===== src/rtl/gpu_ctrl_pkg.sv =====
// Opcodes, request kinds and driver state codes shared by the GPU controller and the host driver.
// No logic of its own; pure definitions and two small decode helpers.
package gpu_ctrl_pkg;

  localparam logic [31:0] OP_NOP           = 32'd0;
  localparam logic [31:0] OP_COPY_TO_GPU   = 32'd1;
  localparam logic [31:0] OP_COPY_FROM_GPU = 32'd2;
  localparam logic [31:0] OP_KERNEL_LAUNCH = 32'd3;
  localparam logic [31:0] OP_OPERAND       = 32'd4;

  typedef enum logic [1:0] {
    REQ_COPY_TO_GPU   = 2'd0,
    REQ_COPY_FROM_GPU = 2'd1,
    REQ_LAUNCH        = 2'd2,
    REQ_RESERVED      = 2'd3
  } req_op_e;

  typedef logic [3:0] state_t;

  localparam state_t ST_IDLE       = 4'd0;
  localparam state_t ST_ISSUE_OP   = 4'd1;
  localparam state_t ST_WAIT_OP    = 4'd2;
  localparam state_t ST_ISSUE_CNT  = 4'd3;
  localparam state_t ST_WAIT_CNT   = 4'd4;
  localparam state_t ST_ISSUE_DATA = 4'd5;
  localparam state_t ST_WAIT_DATA  = 4'd6;
  localparam state_t ST_RECV_DATA  = 4'd7;
  localparam state_t ST_DONE       = 4'd8;

  function automatic logic [31:0] opcode_for(req_op_e op);
    case (op)
      REQ_COPY_TO_GPU:   return OP_COPY_TO_GPU;
      REQ_COPY_FROM_GPU: return OP_COPY_FROM_GPU;
      REQ_LAUNCH:        return OP_KERNEL_LAUNCH;
      default:           return OP_NOP;
    endcase
  endfunction

  // States in which the driver is waiting on the GPU and the ack timer runs.
  function automatic logic is_wait_state(state_t s);
    return (s == ST_WAIT_OP) || (s == ST_WAIT_CNT) ||
           (s == ST_WAIT_DATA) || (s == ST_RECV_DATA);
  endfunction

endpackage


===== src/rtl/gpu_host_driver_ack_timeout_timer.sv =====
// Ack watchdog: counts enabled cycles, expired on the timeout_cycles-th one; held at zero when disabled.
// Latency 0 (expired is combinational from the count); no backpressure.
module ack_timeout_timer #(
  parameter int timeout_cycles = 1024
) (
  input  logic clk,
  input  logic rst,
  input  logic clear,
  input  logic enable,
  output logic expired
);

  localparam int cnt_width = $clog2(timeout_cycles + 1);
  localparam logic [cnt_width-1:0] last_cnt = cnt_width'(timeout_cycles - 1);

  logic [cnt_width-1:0] cnt_q;

  always_ff @(posedge clk or posedge rst) begin
    if (rst) begin
      cnt_q <= '0;
    end else if (!enable || clear) begin
      cnt_q <= '0;
    end else if (cnt_q != last_cnt) begin
      cnt_q <= cnt_q + cnt_width'(1);
    end
  end

  // An ack in the same cycle restarts the count rather than expiring it.
  assign expired = enable && !clear && (cnt_q == last_cnt);

endmodule


===== src/rtl/gpu_host_driver.sv =====
// Host-side initiator turning block requests into the GPU controller's issue/ack word stream.
// Accept->first issue 1 cycle, final ack->done 1 cycle; write stream stalls in ISSUE_DATA, reads have no backpressure.
module gpu_host_driver
  import gpu_ctrl_pkg::*;
#(
  parameter int data_width     = 32,
  parameter int count_width    = 16,
  parameter int timeout_cycles = 1024
) (
  input  logic                   clk,
  input  logic                   rst,
  input  logic                   req_valid,
  output logic                   req_ready,
  input  logic [1:0]             req_op,
  input  logic [data_width-1:0]  req_addr,
  input  logic [count_width-1:0] req_count,
  input  logic                   wr_valid,
  input  logic [data_width-1:0]  wr_data,
  output logic                   wr_ready,
  output logic                   rd_valid,
  output logic [data_width-1:0]  rd_data,
  output logic                   done,
  output logic                   err,
  output logic [31:0]            cpu_recv_instr,
  output logic [data_width-1:0]  cpu_in_data,
  input  logic [data_width-1:0]  cpu_out_data,
  input  logic                   cpu_out_ack
);

  state_t                 state_q, state_d;
  req_op_e                op_q;
  logic [data_width-1:0]  addr_q;
  logic [count_width-1:0] remaining_q;
  logic                   err_q;

  logic accept;
  logic in_wait;
  logic tmo_expired;
  logic timeout_abort;
  logic data_ack;
  logic last_word;

  assign req_ready     = (state_q == ST_IDLE) && !rst;
  assign accept        = req_valid && req_ready;
  assign in_wait       = is_wait_state(state_q);
  assign timeout_abort = tmo_expired && !cpu_out_ack;
  assign data_ack      = cpu_out_ack &&
                         ((state_q == ST_WAIT_DATA) || (state_q == ST_RECV_DATA));
  assign last_word     = (remaining_q == count_width'(1));

  ack_timeout_timer #(
    .timeout_cycles(timeout_cycles)
  ) u_ack_timer (
    .clk    (clk),
    .rst    (rst),
    .clear  (cpu_out_ack),
    .enable (in_wait),
    .expired(tmo_expired)
  );

  always_comb begin
    state_d = state_q;
    case (state_q)
      ST_IDLE: begin
        if (accept) begin
          state_d = (req_op_e'(req_op) == REQ_RESERVED) ? ST_DONE : ST_ISSUE_OP;
        end
      end
      ST_ISSUE_OP: state_d = ST_WAIT_OP;
      ST_WAIT_OP: begin
        if (cpu_out_ack) begin
          state_d = (op_q == REQ_LAUNCH) ? ST_DONE : ST_ISSUE_CNT;
        end else if (timeout_abort) begin
          state_d = ST_DONE;
        end
      end
      ST_ISSUE_CNT: state_d = ST_WAIT_CNT;
      ST_WAIT_CNT: begin
        if (cpu_out_ack) begin
          if (remaining_q == '0) begin
            state_d = ST_DONE;
          end else if (op_q == REQ_COPY_TO_GPU) begin
            state_d = ST_ISSUE_DATA;
          end else begin
            state_d = ST_RECV_DATA;
          end
        end else if (timeout_abort) begin
          state_d = ST_DONE;
        end
      end
      // Waiting on the host write stream is deliberately untimed.
      ST_ISSUE_DATA: begin
        if (wr_valid) begin
          state_d = ST_WAIT_DATA;
        end
      end
      ST_WAIT_DATA: begin
        if (cpu_out_ack) begin
          state_d = last_word ? ST_DONE : ST_ISSUE_DATA;
        end else if (timeout_abort) begin
          state_d = ST_DONE;
        end
      end
      ST_RECV_DATA: begin
        if (cpu_out_ack) begin
          state_d = last_word ? ST_DONE : ST_RECV_DATA;
        end else if (timeout_abort) begin
          state_d = ST_DONE;
        end
      end
      ST_DONE: state_d = ST_IDLE;
      default: state_d = ST_IDLE;
    endcase
  end

  always_ff @(posedge clk or posedge rst) begin
    if (rst) begin
      state_q     <= ST_IDLE;
      op_q        <= REQ_COPY_TO_GPU;
      addr_q      <= '0;
      remaining_q <= '0;
      err_q       <= 1'b0;
    end else begin
      state_q <= state_d;
      if (accept) begin
        op_q        <= req_op_e'(req_op);
        addr_q      <= req_addr;
        remaining_q <= req_count;
      end else if (data_ack) begin
        remaining_q <= remaining_q - count_width'(1);
      end
      if (state_q == ST_DONE) begin
        err_q <= 1'b0;
      end else if (timeout_abort) begin
        err_q <= 1'b1;
      end
    end
  end

  // The word count still holds the request value when it is issued.
  always_comb begin
    cpu_recv_instr = OP_NOP;
    cpu_in_data    = '0;
    case (state_q)
      ST_ISSUE_OP: begin
        cpu_recv_instr = opcode_for(op_q);
        cpu_in_data    = addr_q;
      end
      ST_ISSUE_CNT: begin
        cpu_recv_instr = OP_OPERAND;
        cpu_in_data    = data_width'(remaining_q);
      end
      ST_ISSUE_DATA: begin
        if (wr_valid) begin
          cpu_recv_instr = OP_OPERAND;
          cpu_in_data    = wr_data;
        end
      end
      default: begin
        cpu_recv_instr = OP_NOP;
        cpu_in_data    = '0;
      end
    endcase
  end

  assign wr_ready = (state_q == ST_ISSUE_DATA);
  assign rd_valid = (state_q == ST_RECV_DATA) && cpu_out_ack;
  assign rd_data  = rd_valid ? cpu_out_data : '0;
  assign done     = (state_q == ST_DONE);
  assign err      = (state_q == ST_DONE) && err_q;

endmodule


===== config.mk =====
export PLATFORM = sky130hd
export DESIGN_NAME = gpu_host_driver
export DESIGN_NICKNAME = d
export VERILOG_FILES = /design/src/rtl/gpu_ctrl_pkg.sv /design/src/rtl/gpu_host_driver_ack_timeout_timer.sv /design/src/rtl/gpu_host_driver.sv
export SDC_FILE = /design/constraint.sdc
export NUM_CORES = 1
export LEC_CHECK = 0
export ABC_AREA = 0
export CAP_MARGIN = 10
export CORE_ASPECT_RATIO = 0.8
export CORE_MARGIN = 2
export CORE_UTILIZATION = 41
export CTS_BUF_LIST = sky130_fd_sc_hd__clkbuf_2
export CTS_CLUSTER_DIAMETER = 100
export DETAILED_ROUTE_END_ITERATION = 7
export PLACE_DENSITY_LB_ADDON = 0.2
export SYNTH_ARGS = -nofsm -noshare
export SYNTH_HDL_FRONTEND = slang
export SYNTH_SLANG_ARGS = --single-unit

===== constraint.sdc =====
create_clock -name clk -period 2.3 [get_ports clk]
set_input_delay 0.46 -clock clk [delete_from_list [all_inputs] [get_ports clk]]
set_output_delay 0.46 -clock clk [all_outputs]
set_load 0.1 [all_outputs]

# Word-level counts from Yosys, hierarchy flattened

Index checks and enable logic that the tools add are counted.

Output and inout bits: 101
Input port bits: 119
Flip-flop bits (word level): 66
Logic and storage cells: 73

Multiplexer cells: 26
$add $sub $neg: 2
Reduce and logical (&&, ||, !) cells: 23
Equal/unequal tests: 16

Operators by type and width:

| kind                                                                      | count |
|---|---|
| 32-bit one-hot mux with 3 select lines                                    | 2 |
| 32-bit 2-to-1 mux                                                         | 2 |
| 4-bit 2-to-1 mux                                                          | 12 |
| 16-bit 2-to-1 mux                                                         | 2 |
| 4-bit one-hot mux with 8 select lines                                     | 1 |
| 11-bit 2-to-1 mux                                                         | 2 |
| 16-bit by 1-bit == test with 1-bit output, second input constant          | 1 |
| 4-bit by 3-bit == test with 1-bit output, second input constant           | 4 |
| 16-bit zero test                                                          | 1 |
| 16-bit by 1-bit subtractor with 16-bit output, second input constant      | 1 |
| 11-bit by 1-bit adder with 11-bit output, second input constant           | 1 |
| 11-bit by 10-bit == test with 1-bit output, second input constant         | 1 |
| 11-bit by 10-bit inequality test with 1-bit output, second input constant | 1 |
| 4-bit by 2-bit == test with 1-bit output, second input constant           | 2 |
| 1-bit logical AND                                                         | 8 |
| 2-bit one-hot mux with 3 select lines                                     | 1 |
| 2-bit nonzero test                                                        | 3 |
| 1-bit logical OR                                                          | 5 |
| 2-bit == test, second input constant                                      | 2 |
| 4-bit by 1-bit == test with 1-bit output, second input constant           | 1 |
| 4-bit == test, second input constant                                      | 1 |
| 4-bit zero test                                                           | 1 |
| 2-bit inequality test, second input constant                              | 2 |
| 1-bit zero test                                                           | 3 |
| 6 further kinds                                                           | 7 |

# Depth between registers and ports, before layout

Depth after elaboration: 10
Gate-level depth with buffers: 8
Depth with buffers taken out: 7

# Modules after synthesis

A second synthesis with hierarchy kept.

Cells, all modules: 510
Area, all modules: 4236.6 µm²

By module, submodules not included:

| module            | cells each | instances | area each (µm²) | sequential area each (µm²) |
|---|---|---|---|---|
| gpu_host_driver   | 452        | 1         | 3626.0          | 1376.3 |
| ack_timeout_timer | 58         | 1         | 610.6           | 275.3 |

# Worst setup path before layout

Ideal clock, no wire load.

Kind: register to output
From: register state_q[2]
To: output cpu_recv_instr[0]
Setup slack: -1.970 ns
Stages on the path, launching flop included: 4
Path buffers: 1
Arrival time: 3.810 ns
Data required time: 1.840 ns
Path through: dfrtp_1 > buf_2 > or2_2 > nor4_1

Cells in the longest elaborated chain, start to end: 2
Elaborated cells on any way between the ends: 4
Classes of those cells: 3 x eq/ne; 1 x mux

RTL lines:

| what                                                             | line                   | text |
|---|---|---|
| start: declaration                                               | gpu_host_driver.sv:30  | `state_t state_q, state_d;` |
| start signal: assignment                                         | gpu_host_driver.sv:124 | `state_q <= state_d;` |
| 4-bit by 3-bit == test with 1-bit output (tied with other cells) | gpu_host_driver.sv:144 | `case (state_q)` |
| 32-bit one-hot mux with 3 select lines (*)                       | gpu_host_driver.sv:144 |  |
| end: declaration                                                 | gpu_host_driver.sv:24  | `output logic [31:0] cpu_recv_instr,` |

Every way passes the cells marked *; elsewhere a longest branch is shown, timed or not.

# Final worst setup path

From: register state_q[0]
To: output cpu_in_data[11]

Cells in the longest elaborated chain, start to end: 2
Elaborated cells on any way between the ends: 4
Classes of those cells: 3 x eq/ne; 1 x mux

RTL lines:

| what                                                             | line                   | text |
|---|---|---|
| 4-bit by 3-bit == test with 1-bit output (tied with other cells) | gpu_host_driver.sv:144 |  |
| 32-bit one-hot mux with 3 select lines (*)                       | gpu_host_driver.sv:144 |  |
| end: declaration                                                 | gpu_host_driver.sv:25  | `output logic [data_width-1:0] cpu_in_data,` |

Marked as above.

==> flow_summary.ini <==
[run_status]
outcome = finished with violations
violations = design-rule violations, negative setup slack

[grt]
gr-total-overflow = 0
grt_pass1_vias = 4566
number_of_antenna_violations_at_the_first_check_in_global_routing = 0
pin_count_of_the_biggest_net_entering_global_routing = 39
grt_pass1_wl_um = 23670
groute.usage.overall_pct = 28.19

[setup_path]
crit_path_start_kind = flop
crit_reg_reg_startpoint = state_q[3]$_DFFE_PP0P_
worstPathBufferInverterCount = 5
timing.critical_path.cells = nand2b_4 > buf_6 > buf_6 > nor3_4 > buf_12 > a222oi_1 > inv_2 > buf_12
worst-path-max-fanout = 18
slowest_stage = dfrtp_2
required_time_reported_for_the_critical_path_endpoint_ns = 1.84
worst-r2r-setup-slack_ns = 0.11
crit_family = buffers and inverters
criticalPathCategory = flop to output port
endpoint_kind = output port
timing.critical_path.slowest_cell_delay_ns = 0.48
reg2reg_depth = 8
rr_endpoint = remaining_q[8]$_DFFE_PP0P_
worstPathArrival_ns = 2.16

[synth]
synth.ff_latch_count = 66
synth_edf_count = 0
synth.yosys.seq_area_share_pct = 39.52
synth.largest_area_cell = dfrtp_1
synth-async-reset-ratio_pct = 100.0
synthTopCellsByCount = nand2_1, dfrtp_1, and3_1
synth.yosys.warnings = 0
synth_ff_type = dfrtp_1
syn-cell-area_um2 = 4179
synthesis.instances = 508
synthesis.area_per_instance_um2 = 8.226
netlist-cell-type-count = 55
synth_most_common_cell = nand2_1
post-synth-top-area-fraction_pct = 39.52
synth.top_cells.by_area = dfrtp_1, nand2_1, buf_4, and3_1, a222oi_1

[power_and_ir_drop]
p_comb_share_pct = 66.7
switching_pwr_mw = 4.295
cellPowerDensity_nw_per_um2 = 1091
netSwitchingFraction_pct = 50.01
p_leak_nw = 3.572
fin_total_pwr_mw = 8.588
power.share.sequential_pct = 24.1
share_clk_of_total_power_pct = 9.2
intPower_mw = 4.294
ir_drop_mv = 0.6518

[clock_network]
numCtsBuffers = 9
tritoncts = built
cts.htree.levels = 3
clock_sink_count = 66
worst_skew_pair.late_latency_ns = 0.50
cts_root_buf = clkbuf_2
cts_max_path_buffers = 2
clkTransAtPathRegs_ns = 0.19

[die]
die-area_um2 = 11020
fp.dieH_um = 94.30
initial_utilization_pct = 42.78
die_x_um = 116.9
io_pins = 220
floorplan.rows = 32
core_area_um2 = 9769

[placement]
placement.io_buffers = 190
dpl.cell_count = 828
place.gp.congestion = 0.9170
dpl_worst_slack_ns = -0.01366
placed_area_um2 = 7262
dpl.hpwl_um = 11590

[final_layout]
syn_to_layout_area_delta_pct = 88.35
drive_above_1_share_pct = 31.74
final_area_um2 = 7871
stdcell_count = 870
antenna_cells = 0
fin_nets = 856

[sta]
report.final.hold_viol_count = 0
fin_tns_setup_ns = -14.58
timing.final.crit_share_pct = 114.0
rsz0062_at_grt = yes
worst-slew-pin-transition_ns = 0.5206
finalSetupViolCount = 68
fin_ws_ns = -0.3228
timing.slew.headroom_pct = 64.97
clock-skew-final_ns = 0.01879
final_max_slew_viol_count = 0
max_freq_ghz = 0.3813
final_period_minus_worst_setup_slack_ns = 2.623

[routing]
final_routed_drc_violation_total = 2
detailedRoute.firstIterationViolations = 397
detail_route.wirelength_um = 16060
routed-wl-met3_um = 1291
routed_met2_length_um = 8351
detail_route.first_pass.iterations = 8
final_antenna_net_count = 0
avgViaCountPerCell = 5.431
topRoutingLayerUsed = met4
wirelength_met1_um = 5973
routed-via-count = 4725
detail_routed_net_length_per_standard_cell_um = 18.46

[job]
cap_violations = 0

[min_path]
timing.hold.worst.class = input port to asynchronous set/reset pin
## cell families after synthesis
group                      count (synthesis)  share of synthesized area (%)
buffers and inverters                     87                          10.90
DFF                                       66                          39.52
muxes                                      1                         0.2395
AOI/OAI and AO/OA                         78                          14.76
and+or+nand+nor                          250                          28.62
xor gates and xnor gates                  18                          3.772
other                                      1                        0.08973
adders and majority gates                  7                          2.096
## final cells by class
class | instances | area [µm²]
Clock inverter | 5 | 80.08
Inverter | 25 | 100.1
Timing Repair Buffer | 245 | 3334
Multi-Input combinational cell | 383 | 2482
Fill cell | 591 | 1898
Sequential cell | 66 | 1654
Tap cell | 136 | 170.2
Clock buffer | 10 | 50.05
## what timing repair did
| item | in CTS | in global routing |
|---|---|---|
| gates resized for setup | 18 | 27 |
| gates cloned | 5 | 5 |
| hold buffers | 0 | 0 |
| pin swaps | 9 | 6 |
| setup endpoints to repair | 71 | 72 |
| buffers inserted | 11 | 11 |
## worst register-to-register path: cells and delay by family (launching register included)
kind,cells,cell delay [ns]
and+or+nand+nor,3,0.87
buffers and inverters,4,0.54
DFF,1,0.42
AOI/OAI and AO/OA,1,0.25
## placed cells by master (no fill, tap or decap), types with 8 or more instances in the layout
cell             netlist  layout
and3_4                 0      10
xnor2_1               10      10
conb_1                 1      29
inv_2                  1      17
and3_2                 0      23
buf_12                 0      85
o21ai_0               13      13
a222oi_1              16      16
nand2_1              124     124
clkbuf_2               0      10
nor2_1                30      25
buf_4                 30      30
clkdlybuf4s50_1        0     118
a22o_4                 0      16
nand3_1               10      10
nor3_1                11      11
xor2_1                 8       8
dfrtp_1               66      64
## power by group through the flow
stage	sequential, mW	clock (mW)	combinational, mW
floorplan	1.93	0	3.49
global placement	2.06	0	5.02
detailed placement	2.08	0	5.13
CTS	2.05	0.801	5.46
global route	2.11	0.851	6.03
finish	2.07	0.790	5.73
## stage by stage
step                hold slack (ns)  utilization [%]
global placement             0.4618            74.33
detailed placement           0.4614            74.33
CTS                          0.3875            78.23
finish                       0.3949            80.57
global route                 0.4045            80.57
floorplan                    0.4446                -
## state kept, by name (all words and copies together), names as in the netlist
signal             flops
addr_q                32
err_q                  1
u_ack_timer.cnt_q     11
remaining_q           16
op_q                   2
state_q                4
## per-layer routing
layer  vias up  track usage (%)
met5         -                0
met4         0            9.510
met3        34            7.226
met2       239            51.73
met1      2296            31.70
li1       2156                -
## how the worst max path moves through the flow
stage | start | to | slack (ns) | depth (start not counted)
after global routing | state_q[2]$_DFFE_PP0P_ | cpu_in_data[6] | -0.44 | 7
after floorplan | state_q[1]$_DFFE_PP0P_ | cpu_in_data[10] | -0.21 | 7
after CTS | state_q[0]$_DFFE_PP0P_ | cpu_in_data[14] | -0.32 | 7
after global placement | cpu_out_ack | rd_data[0] | 0.04 | 5
final | state_q[0]$_DFFE_PP0P_ | cpu_in_data[11] | -0.32 | 8
after detailed placement | wr_valid | cpu_in_data[6] | -0.01 | 6
No activity file was read; power rests on OpenSTA's default activity.
